File: src/rtl/puf_ctrl_pkg.sv
`default_nettype none
`timescale 1ns/1ps
// ============================================================================
// Module      : puf_ctrl_pkg
// Description : Shared types for the PUF engine-side control modules.
//               Holds the request arbiter state encoding.
// Revision    : 1.0 - initial release
// ============================================================================
package puf_ctrl_pkg;

    // Arbiter job sequencing states. The 3-bit encoding is fixed so that
    // legacy code can compare against the raw values.
    typedef enum logic [2:0] {
        ST_IDLE    = 3'd0,
        ST_START   = 3'd1,
        ST_WAIT    = 3'd2,
        ST_ABORT   = 3'd3,
        ST_RESPOND = 3'd4
    } puf_state_e;

endpackage : puf_ctrl_pkg
`default_nettype wire

File: src/rtl/puf_request_arbiter_if.sv
`default_nettype none
`timescale 1ns/1ps
// ============================================================================
// Module      : puf_request_arbiter_if
// Description : Bundle of requester-side and engine-side signals around the
//               PUF request arbiter.
//   req / req_challenge         : level requests and per-requester challenges
//   grant / rsp_valid / rsp_*   : job owner and one-cycle response return
//   busy                        : arbiter not idle
//   eng_start / eng_challenge   : start pulse and challenge towards engine
//   eng_done / eng_response     : engine completion and response word
//   eng_abort                   : one-cycle abort pulse on timeout
// Modports    : master - requesters + engine (drive req/challenge/done)
//               slave  - the arbiter
// Revision    : 1.0 - initial release
// ============================================================================
interface puf_request_arbiter_if #(
    parameter int NUM_REQ        = 2,
    parameter int CHALLENGE_BITS = 4,
    parameter int RESPONSE_BITS  = 1
) ();
    logic [NUM_REQ-1:0]                req;
    logic [NUM_REQ*CHALLENGE_BITS-1:0] req_challenge;
    logic [NUM_REQ-1:0]                grant;
    logic [NUM_REQ-1:0]                rsp_valid;
    logic [RESPONSE_BITS-1:0]          rsp_data;
    logic                              rsp_error;
    logic                              busy;
    logic                              eng_start;
    logic [CHALLENGE_BITS-1:0]         eng_challenge;
    logic                              eng_done;
    logic [RESPONSE_BITS-1:0]          eng_response;
    logic                              eng_abort;

    modport master (
        output req, req_challenge, eng_done, eng_response,
        input  grant, rsp_valid, rsp_data, rsp_error, busy,
               eng_start, eng_challenge, eng_abort
    );

    modport slave (
        input  req, req_challenge, eng_done, eng_response,
        output grant, rsp_valid, rsp_data, rsp_error, busy,
               eng_start, eng_challenge, eng_abort
    );
endinterface : puf_request_arbiter_if
`default_nettype wire

File: src/rtl/puf_request_arbiter_rr_pick.sv
`default_nettype none
`timescale 1ns/1ps
// ============================================================================
// Module      : rr_pick
// Description : Combinational round-robin picker. Searches i_req starting at
//               i_ptr and wrapping modulo NUM_REQ; returns the first set bit.
//   i_req   : request vector
//   i_ptr   : index with highest priority this round
//   o_grant : one-hot winner (0 when no request)
//   o_idx   : winner index
//   o_valid : at least one request present
// Revision    : 1.0 - initial release
// ============================================================================
module rr_pick #(
    parameter int NUM_REQ = 2,
    parameter int PTR_W   = (NUM_REQ > 1) ? $clog2(NUM_REQ) : 1
) (
    input  wire logic [NUM_REQ-1:0] i_req,
    input  wire logic [PTR_W-1:0]   i_ptr,
    output logic      [NUM_REQ-1:0] o_grant,
    output logic      [PTR_W-1:0]   o_idx,
    output logic                    o_valid
);
    logic [PTR_W:0] w_cand;

    // Walk the offsets from farthest to nearest so that the candidate closest
    // to i_ptr is the last one written and therefore wins, without a break.
    always_comb begin
        o_grant = '0;
        o_idx   = '0;
        o_valid = 1'b0;
        w_cand  = '0;
        for (int i = NUM_REQ - 1; i >= 0; i--) begin
            w_cand = {1'b0, i_ptr} + (PTR_W+1)'(i);
            if (w_cand >= (PTR_W+1)'(NUM_REQ)) begin
                w_cand = w_cand - (PTR_W+1)'(NUM_REQ);
            end
            if (i_req[w_cand[PTR_W-1:0]]) begin
                o_grant                     = '0;
                o_grant[w_cand[PTR_W-1:0]]  = 1'b1;
                o_idx                       = w_cand[PTR_W-1:0];
                o_valid                     = 1'b1;
            end
        end
    end
endmodule : rr_pick
`default_nettype wire

File: src/rtl/puf_request_arbiter.sv
`default_nettype none
`timescale 1ns/1ps
// ============================================================================
// Module      : puf_request_arbiter
// Description : Shares one PUF evaluation engine among NUM_REQ requesters.
//               Round-robin arbitration, one-cycle engine start pulse, wait
//               for a fresh done edge with timeout/abort, response returned
//               to the job owner only. All outputs are registered.
//   clk   : rising-edge clock
//   reset : asynchronous active-low reset
//   bus   : requester/engine signal bundle (slave side)
// Revision    : 1.0 - initial release
// ============================================================================
module puf_request_arbiter
    import puf_ctrl_pkg::*;
#(
    parameter int NUM_REQ        = 2,
    parameter int CHALLENGE_BITS = 4,
    parameter int RESPONSE_BITS  = 1,
    parameter int TIMEOUT_CYCLES = 4096
) (
    input  wire logic           clk,
    input  wire logic           reset,
    puf_request_arbiter_if.slave bus
);
    localparam int PTR_W = (NUM_REQ > 1) ? $clog2(NUM_REQ) : 1;
    localparam int TMR_W = $clog2(TIMEOUT_CYCLES);
    localparam logic [TMR_W-1:0] c_TMR_MAX = TMR_W'(TIMEOUT_CYCLES - 1);
    localparam logic [PTR_W-1:0] c_PTR_LAST = PTR_W'(NUM_REQ - 1);

    puf_state_e                r_state;
    logic [PTR_W-1:0]          r_ptr;
    logic [TMR_W-1:0]          r_timer;
    logic                      r_done_q;
    logic [NUM_REQ-1:0]        r_grant;
    logic [NUM_REQ-1:0]        r_rsp_valid;
    logic [RESPONSE_BITS-1:0]  r_rsp_data;
    logic                      r_rsp_error;
    logic                      r_busy;
    logic                      r_eng_start;
    logic                      r_eng_abort;
    logic [CHALLENGE_BITS-1:0] r_eng_challenge;

    logic [NUM_REQ-1:0]        w_win_grant;
    logic [PTR_W-1:0]          w_win_idx;
    logic                      w_win_valid;
    logic [CHALLENGE_BITS-1:0] w_win_challenge;
    logic [PTR_W-1:0]          w_ptr_next;
    logic                      w_done_rise;

    rr_pick #(
        .NUM_REQ (NUM_REQ),
        .PTR_W   (PTR_W)
    ) u_rr_pick (
        .i_req   (bus.req),
        .i_ptr   (r_ptr),
        .o_grant (w_win_grant),
        .o_idx   (w_win_idx),
        .o_valid (w_win_valid)
    );

    assign w_win_challenge = bus.req_challenge[w_win_idx*CHALLENGE_BITS +: CHALLENGE_BITS];
    assign w_ptr_next      = (w_win_idx == c_PTR_LAST) ? '0 : w_win_idx + PTR_W'(1);

    // r_done_q follows eng_done in every state, so a done level still high
    // from the previous job never looks like a new completion.
    assign w_done_rise = bus.eng_done & ~r_done_q;

    always_ff @(posedge clk or negedge reset) begin
        if (!reset) begin
            r_state         <= ST_IDLE;
            r_ptr           <= '0;
            r_timer         <= '0;
            r_done_q        <= 1'b0;
            r_grant         <= '0;
            r_rsp_valid     <= '0;
            r_rsp_data      <= '0;
            r_rsp_error     <= 1'b0;
            r_busy          <= 1'b0;
            r_eng_start     <= 1'b0;
            r_eng_abort     <= 1'b0;
            r_eng_challenge <= '0;
        end else begin
            r_done_q    <= bus.eng_done;
            r_eng_start <= 1'b0;
            r_eng_abort <= 1'b0;
            r_rsp_valid <= '0;

            case (r_state)
                ST_IDLE: begin
                    if (w_win_valid) begin
                        r_grant         <= w_win_grant;
                        r_eng_challenge <= w_win_challenge;
                        r_ptr           <= w_ptr_next;
                        r_eng_start     <= 1'b1;
                        r_busy          <= 1'b1;
                        r_state         <= ST_START;
                    end
                end
                ST_START: begin
                    r_timer <= '0;
                    r_state <= ST_WAIT;
                end
                ST_WAIT: begin
                    // A completion edge takes priority over timer expiry.
                    if (w_done_rise) begin
                        r_rsp_data  <= bus.eng_response;
                        r_rsp_error <= 1'b0;
                        r_rsp_valid <= r_grant;
                        r_state     <= ST_RESPOND;
                    end else if (r_timer == c_TMR_MAX) begin
                        r_eng_abort <= 1'b1;
                        r_state     <= ST_ABORT;
                    end else begin
                        r_timer <= r_timer + TMR_W'(1);
                    end
                end
                ST_ABORT: begin
                    r_rsp_data  <= '0;
                    r_rsp_error <= 1'b1;
                    r_rsp_valid <= r_grant;
                    r_state     <= ST_RESPOND;
                end
                ST_RESPOND: begin
                    r_grant <= '0;
                    r_busy  <= 1'b0;
                    r_state <= ST_IDLE;
                end
                default: begin
                    r_grant <= '0;
                    r_busy  <= 1'b0;
                    r_state <= ST_IDLE;
                end
            endcase
        end
    end

    assign bus.grant         = r_grant;
    assign bus.rsp_valid     = r_rsp_valid;
    assign bus.rsp_data      = r_rsp_data;
    assign bus.rsp_error     = r_rsp_error;
    assign bus.busy          = r_busy;
    assign bus.eng_start     = r_eng_start;
    assign bus.eng_challenge = r_eng_challenge;
    assign bus.eng_abort     = r_eng_abort;
endmodule : puf_request_arbiter
`default_nettype wire
File: src/flat_wrapper.sv
// flat-port wrapper written by rule: the top's interface ports become plain ports
module puf_request_arbiter_flat import puf_ctrl_pkg::*;
#(
    parameter int NUM_REQ        = 2,
    parameter int CHALLENGE_BITS = 4,
    parameter int RESPONSE_BITS  = 1,
    parameter int TIMEOUT_CYCLES = 4096
)
  (clk, reset, bus_req, bus_req_challenge, bus_eng_done, bus_eng_response, bus_grant, bus_rsp_valid, bus_rsp_data, bus_rsp_error, bus_busy, bus_eng_start, bus_eng_challenge, bus_eng_abort);
  puf_request_arbiter_if #(.NUM_REQ(NUM_REQ), .CHALLENGE_BITS(CHALLENGE_BITS), .RESPONSE_BITS(RESPONSE_BITS)) bus_i ();
  input  wire logic clk;
  input  wire logic reset;
  input wire logic [$bits(bus_i.req)-1:0] bus_req;
  input wire logic [$bits(bus_i.req_challenge)-1:0] bus_req_challenge;
  input wire logic [$bits(bus_i.eng_done)-1:0] bus_eng_done;
  input wire logic [$bits(bus_i.eng_response)-1:0] bus_eng_response;
  output wire logic [$bits(bus_i.grant)-1:0] bus_grant;
  output wire logic [$bits(bus_i.rsp_valid)-1:0] bus_rsp_valid;
  output wire logic [$bits(bus_i.rsp_data)-1:0] bus_rsp_data;
  output wire logic [$bits(bus_i.rsp_error)-1:0] bus_rsp_error;
  output wire logic [$bits(bus_i.busy)-1:0] bus_busy;
  output wire logic [$bits(bus_i.eng_start)-1:0] bus_eng_start;
  output wire logic [$bits(bus_i.eng_challenge)-1:0] bus_eng_challenge;
  output wire logic [$bits(bus_i.eng_abort)-1:0] bus_eng_abort;
  assign bus_i.req = bus_req;
  assign bus_i.req_challenge = bus_req_challenge;
  assign bus_i.eng_done = bus_eng_done;
  assign bus_i.eng_response = bus_eng_response;
  assign bus_grant = bus_i.grant;
  assign bus_rsp_valid = bus_i.rsp_valid;
  assign bus_rsp_data = bus_i.rsp_data;
  assign bus_rsp_error = bus_i.rsp_error;
  assign bus_busy = bus_i.busy;
  assign bus_eng_start = bus_i.eng_start;
  assign bus_eng_challenge = bus_i.eng_challenge;
  assign bus_eng_abort = bus_i.eng_abort;
  puf_request_arbiter #(.NUM_REQ(NUM_REQ), .CHALLENGE_BITS(CHALLENGE_BITS), .RESPONSE_BITS(RESPONSE_BITS), .TIMEOUT_CYCLES(TIMEOUT_CYCLES)) u_core (.clk(clk), .reset(reset), .bus(bus_i));
endmodule
File: config.mk
export PLATFORM = sky130hd
export DESIGN_NAME = puf_request_arbiter_flat
export DESIGN_NICKNAME = d
export VERILOG_FILES = /design/src/rtl/puf_ctrl_pkg.sv /design/src/rtl/puf_request_arbiter_if.sv /design/src/rtl/puf_request_arbiter_rr_pick.sv /design/src/rtl/puf_request_arbiter.sv /design/src/flat_wrapper.sv
export SDC_FILE = /design/constraint.sdc
export NUM_CORES = 1
export LEC_CHECK = 0
export ABC_AREA = 0
export CAP_MARGIN = 30
export CORE_MARGIN = 1.5
export CORE_UTILIZATION = 35
export CTS_CLUSTER_SIZE = 25
export DETAILED_ROUTE_END_ITERATION = 6
export GPL_ROUTABILITY_DRIVEN = 0
export SLEW_MARGIN = 30
export SYNTH_ARGS = -nofsm -noshare
export SYNTH_HDL_FRONTEND = slang
export SYNTH_SLANG_ARGS = --single-unit
File: constraint.sdc
create_clock -name clk -period 4.2 [get_ports clk]
set_input_delay 0.63 -clock clk [delete_from_list [all_inputs] [get_ports clk]]
set_output_delay 0.63 -clock clk [all_outputs]
set_load 0.03 [all_outputs]
==> flow_summary.ini, run 1 <==
[run_status]
outcome = finished, final reports clean

[setup_path]
crit_path_start = bus_eng_done
reg2reg_from = u_core.r_state[2]
required_ps = 4390
cp_data_arrival_time_ps = 2270
startpoint_type = input port
cp-end-kind = flip-flop
criticalPathCategory = input port to flip-flop
crit_fanout = 14

[global_routing]
grt_pass1_vias = 1299
grtUsageTotal_pct = 16.66
grt_max_degree = 30
grt_antenna_before_repair = 0
overflow = 0
grt_pass1_wl_um = 5609

[sta]
slew_headroom_pct = 54.60
setup_tns_ps = 0
fmax_mhz = 480.1
finalHoldViolCount = 0
rsz0062_at_grt = no
min_period_ps = 2083
setup_viol = 0
clock_skew_ps = 7.504
finalWorstSetupSlack_ps = 2117
slew_violations = 0
post-route-period-util_pct = 49.60
worst_slew_pin_slew_ps = 680.3

[clocking]
cts_tree = done
hold_buffers = 0
postCtsSetupRepairBufs = 0
root_buffer = clkbuf_8
clkTransAtPathRegs_ps = 60
postCtsResizedCells = 0
clock_latency_ps = 280
cts_sinks = 30
cts_inserted_buffers = 5
htreeDepth = 2
cts_buffer_depth = 2

[drt]
vias = 1263
avgViaCountPerCell = 5.468
wire_per_inst_um = 14.66
drc = 0
ant_nets = 0
drt_first_pass_iters = 4
drtIter0Drc = 38
routed_wirelength_um = 3386

[finish]
diodes = 0
final_cells = 231
syn_to_final_growth_pct = 26.09
nets = 195
final_layout_size_suffix_gt1_share_pct = 8.287

[yosys]
synth_cell_type_count = 39
ys_ff_latch = 30
syn_area_um2 = 1486
synth_nets = 166
ys_seq_area_share_pct = 50.51
syn_avg_cell_area_um2 = 9.844
syn_inst = 151
ys_warn_count = 0

[power]
vdd_drop_max_mv = 0.1560
power_leakage_nw = 0.7772
p_per_area_nw_per_um2 = 616.0
power_mw = 1.155

[hold_path]
hold_start = u_core.bus.eng_challenge[3]
hold_class = flip-flop to flip-flop

[run]
drv_cap = 0

[floorplan]
initial_utilization_pct = 36.89
die_w_um = 68.17
dieArea_um2 = 4647
io-pin-count = 27
coreArea_um2 = 4029
die_height_um = 68.17
rows = 23

[placement]
post-place-ws_ps = 1843
place_inst = 223
port_buffers = 26
dp_hpwl_um = 2424
## report_power, final
group          total (mW)  internal, mW  switching [mW]  leakage [nW]
clock network       0.237         0.132           0.105        0.0482
logic               0.469         0.183           0.285         0.342
registers           0.449         0.371          0.0785         0.387
total                1.15         0.686           0.469         0.777
## critical path: stages
cell and delay [ps]:
clkdlybuf4s50_1 430, nand2b_1 200, nor3b_4 640, nand2_4 160, o221ai_1 210
## final cells by class
class	count	area, um2
tap	50	62.56
multi-input combinational	105	660.6
clock inverter	1	5.005
inverter	11	41.29
timing repair buffer	27	267.8
sequential	30	750.7
clock buffer	7	86.33
fill	377	2155
## per-layer routing
metal	vias to the layer above	share of wire [%]	GRT usage, %
li1	602	-	-
met1	610	43	18.25
met2	39	49	27.79
met3	12	5.3	5.921
met4	0	2.5	9.500
met5	-	0	0
## cell families (layout without fill, tap and decap cells)
group                      Yosys count  in the layout  share of synthesized area [%]
DFF                                 30             30                          50.51
AOI/OAI and AO/OA                   36             36                          16.08
muxes                                4              4                          2.694
and+or+nand+nor                     64             64                          24.83
adders and majority gates            1              1                         0.8416
buffers and inverters               16             46                          5.050
## cell usage in the layout, fill, tap and decap left out, drive strengths merged, types with 3 or more instances in the layout
master,Yosys,final
nor3,6,6
nor2,9,9
dfrtp,30,30
nand2,16,16
clkdlybuf4s50,0,26
mux2i,4,4
and3,3,3
nor4,4,4
inv,11,11
a21oi,7,7
o221ai,6,6
o21ai,12,12
clkbuf,0,7
nand2b,6,6
nand3,8,8
nand4,3,3
## path summary, 6_finish.rpt
| path | slack (ps) | depth (start not counted) | to |
|---|---|---|---|
| worst max-delay path | 2120 | 5 | u_core.r_timer[9] |
| worst max register to register | 2270 | 4 | u_core.r_timer[9] |
| max in group asynchronous | 3120 | 2 | u_core.bus.eng_challenge[2] |
| worst min register to register | 490 | 2 | u_core.bus.eng_challenge[3] |
| worst min-delay path | 490 | 2 | u_core.bus.eng_challenge[3] |
| min in group asynchronous | 510 | 1 | u_core.r_done_q |
## stage by stage
step / instance area (um2) / hold slack (ps) / utilization, %
after floorplan: 1486 / 334.4 / -
after CTS: 1874 / 501.0 / 46.52
after global placement: 1783 / 465.2 / 44.25
after detailed placement: 1783 / 489.5 / 44.25
after global routing: 1874 / 505.0 / 46.52
final: 1874 / 492.5 / 46.52
## synthesized netlist by cell type, drive strengths merged
library cell / number / area, um2
nand4: 3 / 33.78
and3: 3 / 20.02
nand3: 8 / 40.04
inv: 11 / 41.29
o21ai: 12 / 60.05
buf: 5 / 33.78
or3: 1 / 6.260
a22oi: 1 / 7.510
nor3b: 1 / 18.77
nor4: 4 / 25.02
nand2b: 6 / 37.54
a32o: 1 / 10.01
mux2i: 4 / 40.04
a31oi: 2 / 12.51
o21a: 1 / 7.510
nor3: 6 / 35.03
a221o: 2 / 21.27
nor2b: 2 / 12.51
o221ai: 6 / 52.55
a21oi: 7 / 35.03
nand2: 16 / 67.56
nand3b: 1 / 7.510
o211ai: 1 / 7.510
nor2: 9 / 33.78
dfrtp: 30 / 750.7
and2: 2 / 12.51
o31ai: 1 / 7.510
ha: 1 / 12.51
a32oi: 2 / 17.52
or4: 2 / 18.77
## flip-flops by register name, summed over array words and instances (netlist names)
signal / count
u_core.bus.eng_challenge: 4
u_core.bus.rsp_valid: 2
u_core.r_done_q: 1
u_core.bus.eng_abort: 1
u_core.bus.rsp_error: 1
u_core.bus.busy: 1
u_core.r_state: 3
u_core.r_ptr: 1
u_core.bus.rsp_data: 1
u_core.bus.eng_start: 1
u_core.r_timer: 12
u_core.bus.grant: 2
Note: power is estimated with default switching activity, not from simulation.
==> run 2: changes to the inputs <==
==> constraint.sdc (replaced) <==
create_clock -name clk -period 2 [get_ports clk]
set_input_delay 0.3 -clock clk [delete_from_list [all_inputs] [get_ports clk]]
set_output_delay 0.3 -clock clk [all_outputs]
set_load 0.03 [all_outputs]
==> run 2 against run 1 <==
Net effect: sequential power increased by 110%; via count unchanged; critical path depth unchanged; core utilization increased by 1.5 points; register-to-register slack got worse by 2100 ps; clock-buffer cell count decreased by 1.
==> flow_summary.ini, run 2 (synthesized netlist as in run 1, its figures left out) <==
[drt]
wire_per_inst_um = 14.23
met2_wirelength_um = 1582
drtIter0Drc = 79
dr_wl_met3_um = 178
routed_wirelength_um = 3343
routed.top_layer = met4
avgViaCountPerCell = 5.374
drt_first_pass_iters = 4
wl_met1_um = 1524
vias = 1263
drc = 0
ant_nets = 0

[finish]
design_area_um2 = 1933
n_fill_cell = 379
final_common_cell = dfrtp_1
diodes = 0
largest_register_ffs = 12
final_layout_size_suffix_gt1_share_pct = 10.81
final_cell_mix = 30 x dfrtp_1, 26 x clkdlybuf4s50_1, 15 x nand2_1
largest-register = u_core.r_timer
multi_input_area_um2 = 660.6
nets = 200
syn_to_final_growth_pct = 30.05
regArea_um2 = 750.7

[floorplan]
die_height_um = 68.17
die_w_um = 68.17
io-pin-count = 27
rows = 23
initial_utilization_pct = 36.89
dieArea_um2 = 4647
coreArea_um2 = 4029

[clocking]
cts_sinks = 30
postCtsResizedCells = 0
clkTransAtPathRegs_ps = 70
hold_buffers = 0
htreeDepth = 2
cts_buffer_depth = 2
postCtsSetupRepairBufs = 0
cts_inserted_buffers = 5
cts_tree = done
clock_latency_ps = 280
root_buffer = clkbuf_8

[sta]
rsz0062_at_grt = no
finalWorstSetupSlack_ps = 215.0
setup_viol = 0
worst_slew_pin_slew_ps = 435.4
clock_skew_ps = 9.067
slew_violations = 0
fmax_mhz = 560.2
min_period_ps = 1785
slew_headroom_pct = 70.70
setup_tns_ps = 0
post-route-period-util_pct = 89.25
finalHoldViolCount = 0

[power]
power_leakage_nw = 0.8102
p_seq_share_pct = 36.0
p_per_area_nw_per_um2 = 1353
pwr-share-comb_pct = 40.1
switchingPower_mw = 0.9983
vdd_drop_max_mv = 0.5767
swShare_pct = 38.16
p_int_mw = 1.618
clkPwrFrac_pct = 23.9

[global_routing]
grtUsageTotal_pct = 16.10
grt_antenna_before_repair = 0
overflow = 0
grt_pass1_wl_um = 5499
grt_max_degree = 30
grt_pass1_vias = 1239

[placement]
post-place-ws_ps = 135.2
port_buffers = 26
dpl_cell_area_um2 = 1821
dp_hpwl_um = 2376

[run]
drv_cap = 0

[setup_path]
cp_data_arrival_time_ps = 1930
crit_path_start = u_core.r_timer[1]
reg2reg_from = u_core.r_timer[1]
crit_fanout = 9
cp-end-kind = flip-flop
startpoint_type = flip-flop
required_ps = 2140
criticalPathCategory = flip-flop to flip-flop

[hold_path]
hold_class = input port to async pin

[run_status]
outcome = finished, final reports clean
==> run 2: cell types whose count changed in the layout (fill, tap and decap cells not counted), sizes merged <==
cell | previous run | this run
buf | 1 | 6
clkbuf | 7 | 6
bufinv | 0 | 1
clkinv | 1 | 0
==> run 2: critical path, cell delays in order, from the launching register on <==
cell and delay [ps]:
dfrtp_1 400, ha_1 230, nand2_1 130, or4_4 620
nand2_4 150, o221ai_1 120
==> run 2: area by class of cell <==
| type | count | area share (%) |
|---|---|---|
| Tap cell | 50 | 3.236 |
| Sequential cell | 30 | 38.84 |
| Clock buffer | 6 | 4.272 |
| Multi-Input combinational cell | 105 | 34.17 |
| Timing Repair Buffer | 32 | 15.79 |
| Inverter | 11 | 2.136 |
| Clock inverter | 1 | 1.553 |
==> run 2: power groups by stage <==
stage / registers, mW / clock network [mW] / logic [mW]
6_report: 0.943 / 0.624 / 1.05
5_1_grt: 0.975 / 0.672 / 1.18
4_1_cts: 0.947 / 0.645 / 1.06
3_5_place_dp: 0.955 / 0 / 1.05
3_3_place_gp: 0.944 / 0 / 1.03
2_1_floorplan: 1.09 / 0 / 0.489
==> run 2: stage by stage <==
stage               hold slack [ps]  total power, mW  std cells  util (%)
global route                  161.7            2.824        235     47.98
CTS                           159.6            2.652        235     47.98
finish                        169.9            2.616        235     47.98
global placement              463.1            1.977        228     45.19
floorplan                     4.409            1.579        151         -
detailed placement            472.3            2.009        228     45.19
==> run 2: worst paths after layout <==
| kind | to | slack, ps | cells past startpoint |
|---|---|---|---|
| setup / recovery | u_core.r_timer[11] | 220 | 5 |
| hold / removal | u_core.r_done_q | 170 | 1 |
| setup reg to reg | u_core.r_timer[11] | 220 | 5 |
| hold reg to reg | u_core.bus.eng_challenge[1] | 490 | 2 |
| max in group asynchronous | u_core.r_timer[3] | 1260 | 2 |
| min in group clk | u_core.bus.eng_challenge[1] | 490 | 2 |
==> run 2: layer usage <==
| metal | up-vias | global-route usage (%) |
|---|---|---|
| li1 | 616 | - |
| met5 | - | 0 |
| met2 | 35 | 26.33 |
| met3 | 9 | 5.921 |
| met1 | 603 | 18.42 |
| met4 | 0 | 8.000 |
==> run 3: changes to the inputs <==
--- a/config.mk
+++ b/config.mk
@@ -12,6 +12,8 @@
 export CTS_CLUSTER_SIZE = 25
 export DETAILED_ROUTE_END_ITERATION = 6
 export GPL_ROUTABILITY_DRIVEN = 0
+export HOLD_SLACK_MARGIN = 0.1
+export PLACE_DENSITY = 0.63
 export SLEW_MARGIN = 30
 export SYNTH_ARGS = -nofsm -noshare
 export SYNTH_HDL_FRONTEND = slang
==> run 3 against run 2 <==
Net effect: worst hold slack gained 230 ps; die area unchanged; routed wire length decreased by 2.3%; critical path depth unchanged; critical path type unchanged; clock skew shrank 5.3 ps; core utilization fell by 0.22 points; combinational power hardly changed; first-iteration DRC count down 41%; sequential share of layout area rose by 0.18 points; cell count is 0.43% higher; worst setup slack got worse by 50 ps.
==> flow_summary.ini, run 3 (synthesized netlist as in run 1, its figures left out) <==
[hold_path]
hold_class = input port to async pin

[finish]
nets = 200
largest-register = u_core.r_timer
final_cell_mix = 30 x dfrtp_1, 26 x clkdlybuf4s50_1, 15 x nand2_1
design_area_um2 = 1924
syn_to_final_growth_pct = 29.46
final_layout_size_suffix_gt1_share_pct = 10.75
final_cells = 236
largest_register_ffs = 12
fin_util_pct = 47.76
final_common_cell = dfrtp_1
diodes = 0

[clocking]
clkTransAtPathRegs_ps = 60
root_buffer = clkbuf_8
cts_tree = done
cts_buffer_depth = 2
htreeDepth = 2
postCtsResizedCells = 0
clock_latency_ps = 280
postCtsSetupRepairBufs = 0
cts_sinks = 30
cts_inserted_buffers = 5
hold_buffers = 0

[sta]
slew_headroom_pct = 59.36
slew_violations = 0
setup_tns_ps = 0
rsz0062_at_grt = no
post-route-period-util_pct = 91.77
fmax_mhz = 544.9
worst_slew_pin_slew_ps = 607.6
min_period_ps = 1835
setup_viol = 0
finalHoldViolCount = 0
clock_skew_ps = 3.779

[placement]
place_inst = 228
dp_hpwl_um = 2377
port_buffers = 26
dpl_cell_area_um2 = 1833

[setup_path]
crit_path_start = u_core.r_timer[0]
startpoint_type = flip-flop
required_ps = 2160
cp-end-kind = flip-flop
criticalPathCategory = flip-flop to flip-flop
cp_data_arrival_time_ps = 2000
r2r_cells = 5
crit_fanout = 5
rrSetupSlack_ps = 160
reg2reg_from = u_core.r_timer[0]

[drt]
routed_wirelength_um = 3266
drt_first_pass_iters = 4
ant_nets = 0
avgViaCountPerCell = 5.369
wire_per_inst_um = 13.84
drc = 0
vias = 1267
drtIter0Drc = 47

[global_routing]
overflow = 0
grt_antenna_before_repair = 0
grtUsageTotal_pct = 15.75
grt_max_degree = 21
grt_pass1_vias = 1253
grt_pass1_wl_um = 5306

[floorplan]
io-pin-count = 27
coreArea_um2 = 4029
rows = 23
dieArea_um2 = 4647
initial_utilization_pct = 36.89
die_height_um = 68.17
die_w_um = 68.17

[power]
power_mw = 2.490
power_leakage_nw = 0.8057
vdd_drop_max_mv = 0.2992
p_per_area_nw_per_um2 = 1294

[run]
drv_cap = 0

[run_status]
outcome = finished, final reports clean
[run 3: cell types whose count changed in the layout (fill, tap and decap cells not counted)]
cell / previous run / this run
buf_4: 6 / 5
clkbuf_1: 0 / 1
buf_12: 0 / 1
clkinv_2: 0 / 1
bufinv_16: 1 / 0
[run 3: path summary, 6_finish.rpt]
check                                                    to
worst max-delay path                      u_core.r_timer[4]
worst min-delay path                        u_core.r_done_q
worst max register to register            u_core.r_timer[4]
worst min register to register  u_core.bus.eng_challenge[0]
max in group asynchronous       u_core.bus.eng_challenge[1]
min in group clk                u_core.bus.eng_challenge[0]
[run 3: final cells by class]
cell class / instances / area [um2]
multi-input combinational: 105 / 660.6
clock buffer: 7 / 86.33
sequential: 30 / 750.7
inverter: 11 / 41.29
timing repair buffer: 32 / 317.8
clock inverter: 1 / 5.005
fill: 392 / 2105
tap: 50 / 62.56
[run 3: critical path: stages, from the launching register on]
cell	delay (ps)
dfrtp_1	430
ha_1	270
nand2_1	160
nor4_1	100
or3_1	370
a221o_2	400
[run 3: metrics by stage]
step	hold slack, ps	setup WS [ps]
global route	405.5	95.12
detailed placement	477.4	124.8
finish	400.3	164.6
floorplan	4.409	314.4
CTS	403.0	177.4
global placement	461.5	193.7
[run 3: routing by layer]
layer / GRT usage [%] / up-vias / share of wire [%]
li1: - / 616 / -
met1: 17.30 / 611 / 42
met2: 26.70 / 33 / 51
met3: 5.428 / 7 / 4.8
met4: 8.250 / 0 / 2.1
met5: 0 / - / 0
[run 3: report_power, final]
part / switching, mW / total, mW / internal [mW]
registers: 0.160 / 0.938 / 0.778
logic: 0.616 / 1.06 / 0.443
clock network: 0.217 / 0.494 / 0.277
total: 0.992 / 2.49 / 1.50
